<file path="config.mk">
export PLATFORM = sky130hd
export DESIGN_NAME = vga_timing_gen
export DESIGN_NICKNAME = d
export VERILOG_FILES = /design/src/rtl/vga_timing_gen.sv
export SDC_FILE = /design/constraint.sdc
export NUM_CORES = 1
export LEC_CHECK = 0
export CORE_UTILIZATION = 24
export CTS_CLUSTER_SIZE = 30
export DETAILED_ROUTE_END_ITERATION = 8
export SYNTH_ARGS = -nofsm -noshare
export SYNTH_HDL_FRONTEND = slang
export SYNTH_SLANG_ARGS = --single-unit
</file>
<file path="constraint.sdc">
create_clock -name clk_tmp -period 6.3 [get_ports clk_tmp]
set_input_delay 1.26 -clock clk_tmp [delete_from_list [all_inputs] [get_ports clk_tmp]]
set_output_delay 1.26 -clock clk_tmp [all_outputs]
set_load 0.02 [all_outputs]
</file>
<file path="src/rtl/vga_timing_gen.sv">
// vga_timing_gen: raster timing generator for the game display.
//
// Walks a horizontal pixel counter (h_cnt) and a vertical line counter
// (v_cnt) across the full raster, one position per enabled clk_tmp edge, and
// produces registered sync, active-video, coordinate and strobe outputs.
// The outputs are decodes of the counter position *before* each enabled edge,
// so they trail the counters by exactly one enabled cycle.
//
// en is a plain qualifier, not a handshake: on a rising edge with en=1 the
// raster advances one pixel and the outputs reload; with en=0 the counters
// and level outputs hold and the two strobes drop to 0.
//
// Ports:
//   clk_tmp      in   pixel clock (divided clock)
//   rst          in   asynchronous, active-high reset
//   en           in   pixel advance enable
//   hsync        out  horizontal sync, active level = SYNC_POL
//   vsync        out  vertical sync, active level = SYNC_POL
//   video_on     out  output pixel lies in the visible area
//   pix_x        out  column of the output pixel (0 outside visible area)
//   pix_y        out  row of the output pixel (0 outside visible area)
//   line_start   out  one-cycle strobe for the output pixel at h=0
//   frame_start  out  one-cycle strobe for the output pixel at h=0, v=0
//   frame_cnt    out  completed-frame count, wraps modulo 2^FW; it steps on
//                     the edge where the counters wrap from the last pixel
//                     of the frame back to (0,0)
module vga_timing_gen #(
  parameter int H_ACTIVE = 640,
  parameter int H_FP     = 16,
  parameter int H_SYNC   = 96,
  parameter int H_BP     = 48,
  parameter int V_ACTIVE = 480,
  parameter int V_FP     = 10,
  parameter int V_SYNC   = 2,
  parameter int V_BP     = 33,
  parameter int SYNC_POL = 0,
  parameter int CW       = 10,
  parameter int FW       = 16
) (
  input  logic          clk_tmp,
  input  logic          rst,
  input  logic          en,
  output logic          hsync,
  output logic          vsync,
  output logic          video_on,
  output logic [CW-1:0] pix_x,
  output logic [CW-1:0] pix_y,
  output logic          line_start,
  output logic          frame_start,
  output logic [FW-1:0] frame_cnt
);

  localparam int H_TOTAL = H_ACTIVE + H_FP + H_SYNC + H_BP;
  localparam int V_TOTAL = V_ACTIVE + V_FP + V_SYNC + V_BP;

  // Range limits are held one bit wider than the counters so that a sync
  // pulse ending exactly at the total (zero back porch) still compares
  // correctly even when the total equals 2^CW.
  localparam int CE = CW + 1;
  localparam logic [CE-1:0] H_VIS    = CE'(H_ACTIVE);
  localparam logic [CE-1:0] HS_START = CE'(H_ACTIVE + H_FP);
  localparam logic [CE-1:0] HS_END   = CE'(H_ACTIVE + H_FP + H_SYNC);
  localparam logic [CE-1:0] V_VIS    = CE'(V_ACTIVE);
  localparam logic [CE-1:0] VS_START = CE'(V_ACTIVE + V_FP);
  localparam logic [CE-1:0] VS_END   = CE'(V_ACTIVE + V_FP + V_SYNC);
  localparam logic [CW-1:0] H_LAST   = CW'(H_TOTAL - 1);
  localparam logic [CW-1:0] V_LAST   = CW'(V_TOTAL - 1);

  localparam logic SYNC_ON  = (SYNC_POL != 0);
  localparam logic SYNC_OFF = ~SYNC_ON;

  logic [CW-1:0] h_cnt;
  logic [CW-1:0] v_cnt;

  logic [CE-1:0] h_ext;
  logic [CE-1:0] v_ext;
  logic          hs_act;
  logic          vs_act;
  logic          vis_act;
  logic          h_last;
  logic          v_last;

  always_comb begin
    h_ext   = {1'b0, h_cnt};
    v_ext   = {1'b0, v_cnt};
    hs_act  = (h_ext >= HS_START) && (h_ext < HS_END);
    // vsync decodes v_cnt only, so it naturally changes with the first
    // pixel of a line.
    vs_act  = (v_ext >= VS_START) && (v_ext < VS_END);
    vis_act = (h_ext < H_VIS) && (v_ext < V_VIS);
    h_last  = (h_cnt == H_LAST);
    v_last  = (v_cnt == V_LAST);
  end

  always_ff @(posedge clk_tmp or posedge rst) begin
    if (rst) begin
      h_cnt       <= '0;
      v_cnt       <= '0;
      frame_cnt   <= '0;
      hsync       <= SYNC_OFF;
      vsync       <= SYNC_OFF;
      video_on    <= 1'b0;
      pix_x       <= '0;
      pix_y       <= '0;
      line_start  <= 1'b0;
      frame_start <= 1'b0;
    end else if (en) begin
      // Output stage: decode of the position held before this edge.
      hsync       <= hs_act ? SYNC_ON : SYNC_OFF;
      vsync       <= vs_act ? SYNC_ON : SYNC_OFF;
      video_on    <= vis_act;
      pix_x       <= vis_act ? h_cnt : '0;
      pix_y       <= vis_act ? v_cnt : '0;
      line_start  <= (h_cnt == '0);
      frame_start <= (h_cnt == '0) && (v_cnt == '0);

      // Raster advance; horizontal and vertical wraps resolve in one edge.
      if (h_last) begin
        h_cnt <= '0;
        if (v_last) begin
          v_cnt     <= '0;
          frame_cnt <= frame_cnt + FW'(1);
        end else begin
          v_cnt <= v_cnt + CW'(1);
        end
      end else begin
        h_cnt <= h_cnt + CW'(1);
      end
    end else begin
      // Stalled: everything holds except the strobes, which must never
      // repeat for the same pixel.
      line_start  <= 1'b0;
      frame_start <= 1'b0;
    end
  end

endmodule

</file>
# Word-level counts from Yosys, hierarchy flattened
# Index checks and enable logic that the tools add are counted.
[word_totals]
ff_bits = 61
inputBits = 3
[classes]
n_addsub = 3
n_lt_le_gt_ge = 6
eq_ne = 2
n_mux = 8
n_reduce_logical = 8
[ops]
columns = ["op", "count"]
rows = [
  ["$mux W10", 4],
  ["$add A10 B1 Y10 const B", 2],
  ["$eq A10 B10 Y1 const B", 2],
  ["$logic_not A10 Y1", 2],
  ["$lt A10 B10 Y1 const B", 2],
  ["$lt A10 B9 Y1 const B", 2],
  ["$add A16 B1 Y16 const B", 1],
  ["$ge A10 B10 Y1 const B", 1],
  ["$ge A10 B9 Y1 const B", 1],
  ["$logic_and A1 B1 Y1", 4],
  ["$mux W1", 4],
  ["$reduce_and A3 Y1", 1],
  ["$reduce_and A2 Y1", 1],
]

# Depth between registers and ports, before layout
[depth]
depth_word = 3
mapped_depth = 8
mapped_depth_nobuf = 7

# Least setup slack after synthesis
# OpenSTA, ideal clock, no wires.
[synth_path]
path_kind = "input to register"
start = "in en"
end = "reg v_cnt[6]"
cell_stages = 7
path_slack_ns = 3.381
required_ns = 6.175
arrival_time_ns = 2.794
path_buffers = 2
cell_sequence = "buf_2 or4b_4 nor3_4 buf_6 nand2_4 or3_4 xnor2_2"
[synth_via]
elab_chain_len = 1
[synth_lines]
columns = ["item", "line_no", "rtl"]
rows = [
  ["start, declared", "42", "input logic en,"],
  ["$reduce_and A2 Y1 (no line)", "n/a", ""],
  ["end signal, assigned", "124", "v_cnt <= v_cnt + CW'(1);"],
  ["end, declared", "73", "logic [CW-1:0] v_cnt;"],
]
# Every way passes these cells.
# A chain may end at the register's enable or synchronous reset.

# Final worst setup path
[layout_path]
start = "in en"
end = "reg frame_cnt[1]"
[layout_via]
elab_chain_len = 1
[layout_lines]
columns = ["item", "line_no", "rtl"]
rows = [
  ["$reduce_and A3 Y1 (no line)", "n/a", ""],
  ["end signal, assigned", "122", "frame_cnt <= frame_cnt + FW'(1);"],
  ["end, declared", "50", "output logic [FW-1:0] frame_cnt"],
]
# Every way passes these cells.

==> flow_summary.yaml <==
sta:
  setup_viol: 0
  maxSlewViolCount: 0
  skew_ns: 0.00528
  tightest_slew_ns: 0.755
  rsz0062_at_grt: "no"
  setup_tns_ns: 0
  hold_viol: 0
  whs_ns: 0.480
  fmax_mhz: 271
  post-route-period-util_pct: 58.7
  slew_headroom_pct: 49.7
  fin_crit_ns: 3.70
place:
  placed_area_um2: 3280
  hpwlAfterDp_mm: 3.92
  place_congestion: 0.784
  port_buffers: 43
synthesis:
  syn_inst: 238
  synth_commonest_cells: "59 x dfrtp_1, 20 x nor2_1, 18 x a22o_1"
  synth-seq-area-share_pct: 55.7
  synth.most_common_cell: "dfrtp_1"
  synth_edf_count: 0
  synth_area_leaders: "dfrtp_1 54%, a22o_1 5.7%, xnor2_1 5.4%"
  synth_flop_cell: "dfrtp_1"
  muxShareOfSynthArea_pct: 0.775
  avgSynthCellArea_um2: 11.5
  synthAdderAreaFrac_pct: 2.74
  ys_ff_latch: 61
  synth_compound_area_share_pct: 8.57
  async_flop_share_pct: 100
  netlist_area_um2: 2740
  synthSimpleGateAreaFrac_pct: 18.0
  synth_top_family_by_area: "simple AND/OR/NAND/NOR gates"
  synth.top_cell.area_share_pct: 53.8
  synth_cell_types: 49
  syn-num-nets: 247
  synth_top_area_cell: "dfrtp_1"
  yosysWarnings: 0
  synth_xor_area_share_pct: 9.85
min_path:
  hp-class: "register to register"
  hold_depth: 1
floorplanning:
  dieArea_um2: 11900
  die-height_um: 109
  io_pins: 44
  fp.coreArea_um2: 11000
  die_w_um: 109
  rows: 38
  initial_core_util_pct: 25.0
critical_path:
  critical_path.max_fanout: 17
  r2r_cells: 6
  cp-start-kind: "primary input"
  crit_type: "primary input to register"
  required_ns: 6.51
  cp-end-kind: "register"
  cp.arrival_ns: 3.91
final_layout:
  stdcell_area_um2: 3590
  fillCellCount: 1122
  nets: 288
  syn_to_final_growth_pct: 31.0
  diodes: 0
  layout-drive-gt1-share_pct: 10.6
global_route:
  grt_first_pass_wirelength_mm: 9.56
  grt_pass1_vias: 1872
  grt_use_total_pct: 11.0
  grt_max_degree: 62
  grt_overflow: 0
  antenna_found_initial: 0
job:
  cap_viol_max_count: 0
power_and_ir_drop:
  clkPwrFrac_pct: 45.6
  switchingPower_w: 0.000283
  power.total_w: 0.00111
  seqPwrFrac_pct: 42.2
  intPower_w: 0.000831
  comb_power_share_pct: 12.1
  power.density_nw_per_um2: 310
  irDropWorstVdd_mv: 0.145
  sw_frac_of_total_pct: 25.4
  p_leak_nw: 1.59
cts:
  clockBufferDepth: 2
  cts.repair.resized: 0
  insertion_delay_ns: 0.33
  clock-sinks: 61
  cts_setup_buffers: 0
  numCtsBuffers: 9
  cts.htree.levels: 3
  cts_root_buf: "clkbuf_16"
  ctsHoldBuffers: 0
  clk_pin_slew_ns: 0.05
  cts_tree: "yes"
routing:
  via_per_inst: 4.50
  routed_wl_mm: 5.70
  drt-initial-drc-count: 43
  drc_errors: 0
  drt-wirelength-per-cell_um: 13.4
  drt-pass1-iter-count: 5
  ant_nets: 0
  vias: 1907
status:
  status: "finished, final reports clean"
cells by family after synthesis:
| logic type | Yosys count |
|---|---|
| AOI/OAI and AO/OA | 30 |
| DFF | 61 |
| xor gates and xnor gates | 30 |
| adders and majority gates | 6 |
| buffers and inverters | 26 |
| muxes | 2 |
| and+or+nand+nor | 83 |
critical path, stage by stage:
cell             delay [ns]
clkdlybuf4s50_1        0.82
or4b_4                 0.57
nor3_4                 0.50
and2_1                 0.39
mux2_2                 0.37
registers in the layout (all words and copies together), names as in the netlist:
name and cells:
hsync 1, frame_start 1, h_cnt 10, v_cnt 10
pix_y 10, frame_cnt 16, video_on 1, vsync 1
line_start 1, pix_x 10
per-stage QoR:
step | setup slack [ns] | utilization (%) | cells
finish | 2.60 | 32.7 | 424
global route | 2.37 | 32.7 | 424
CTS | 2.61 | 32.7 | 424
detailed placement | 2.27 | 29.9 | 408
global placement | 2.33 | 29.9 | 408
floorplan | 3.38 | - | 238
area by class of cell:
| class | count | area (µm²) | area share [%] |
|---|---|---|---|
| clock buffers | 13 | 270 | 7.52 |
| clock inverters | 3 | 42.5 | 1.18 |
| inverters | 12 | 45.0 | 1.25 |
| multi-input cells | 151 | 1090 | 30.5 |
| flip-flops and latches | 61 | 1530 | 42.5 |
| well taps | 140 | 175 | 4.87 |
| repair buffers | 44 | 438 | 12.2 |
layer usage:
layer	GRT usage (%)	vias up	wire, µm
li1	-	930	-
met4	6.37	0	144
met3	4.42	11	316
met5	0	-	0
met1	15.0	924	2870
met2	14.4	42	2370
power groups by stage:
stage	Combinational, W	Sequential (W)	Clock, W
after global placement	0.000134	0.000476	0
after floorplan	0.0000914	0.000472	0
after detailed placement	0.000137	0.000477	0
final	0.000135	0.000470	0.000508
after global routing	0.000151	0.000475	0.000544
after CTS	0.000137	0.000470	0.000519
cells in the final DEF, fill, tap and decap left out, types with 2 or more instances in the layout:
cell type and instances:
dfrtp_1 59, clkdlybuf4s50_1 43, nor2_1 20, a22o_1 18
xnor2_1 17, nand4_1 12, xor2_1 12, inv_1 10
nand2_1 10, clkbuf_16 9, nand3_1 7, ha_1 6
o21ai_0 5, nor3_1 4, and3_1 4, nand2b_1 3
clkbuf_8 3, nor4_1 2, o311ai_0 2, nor3_2 2
and2_1 2, nor4b_1 2, dfstp_2 2
path summary, 6_finish.rpt:
kind | to | from | slack, ns
setup / recovery | frame_cnt[1]$_DFFE_PP0P_ | en | 2.60
hold reg to reg | video_on$_DFFE_PP0P_ | video_on$_DFFE_PP0P_ | 0.48
hold / removal | video_on$_DFFE_PP0P_ | video_on$_DFFE_PP0P_ | 0.48
setup reg to reg | frame_cnt[1]$_DFFE_PP0P_ | v_cnt[0]$_DFFE_PP0P_ | 3.76
max in group asynchronous | frame_cnt[5]$_DFFE_PP0P_ | rst | 4.33
min in group asynchronous | pix_y[6]$_DFFE_PP0P_ | rst | 1.47
Power figures use the tool's default switching activity.
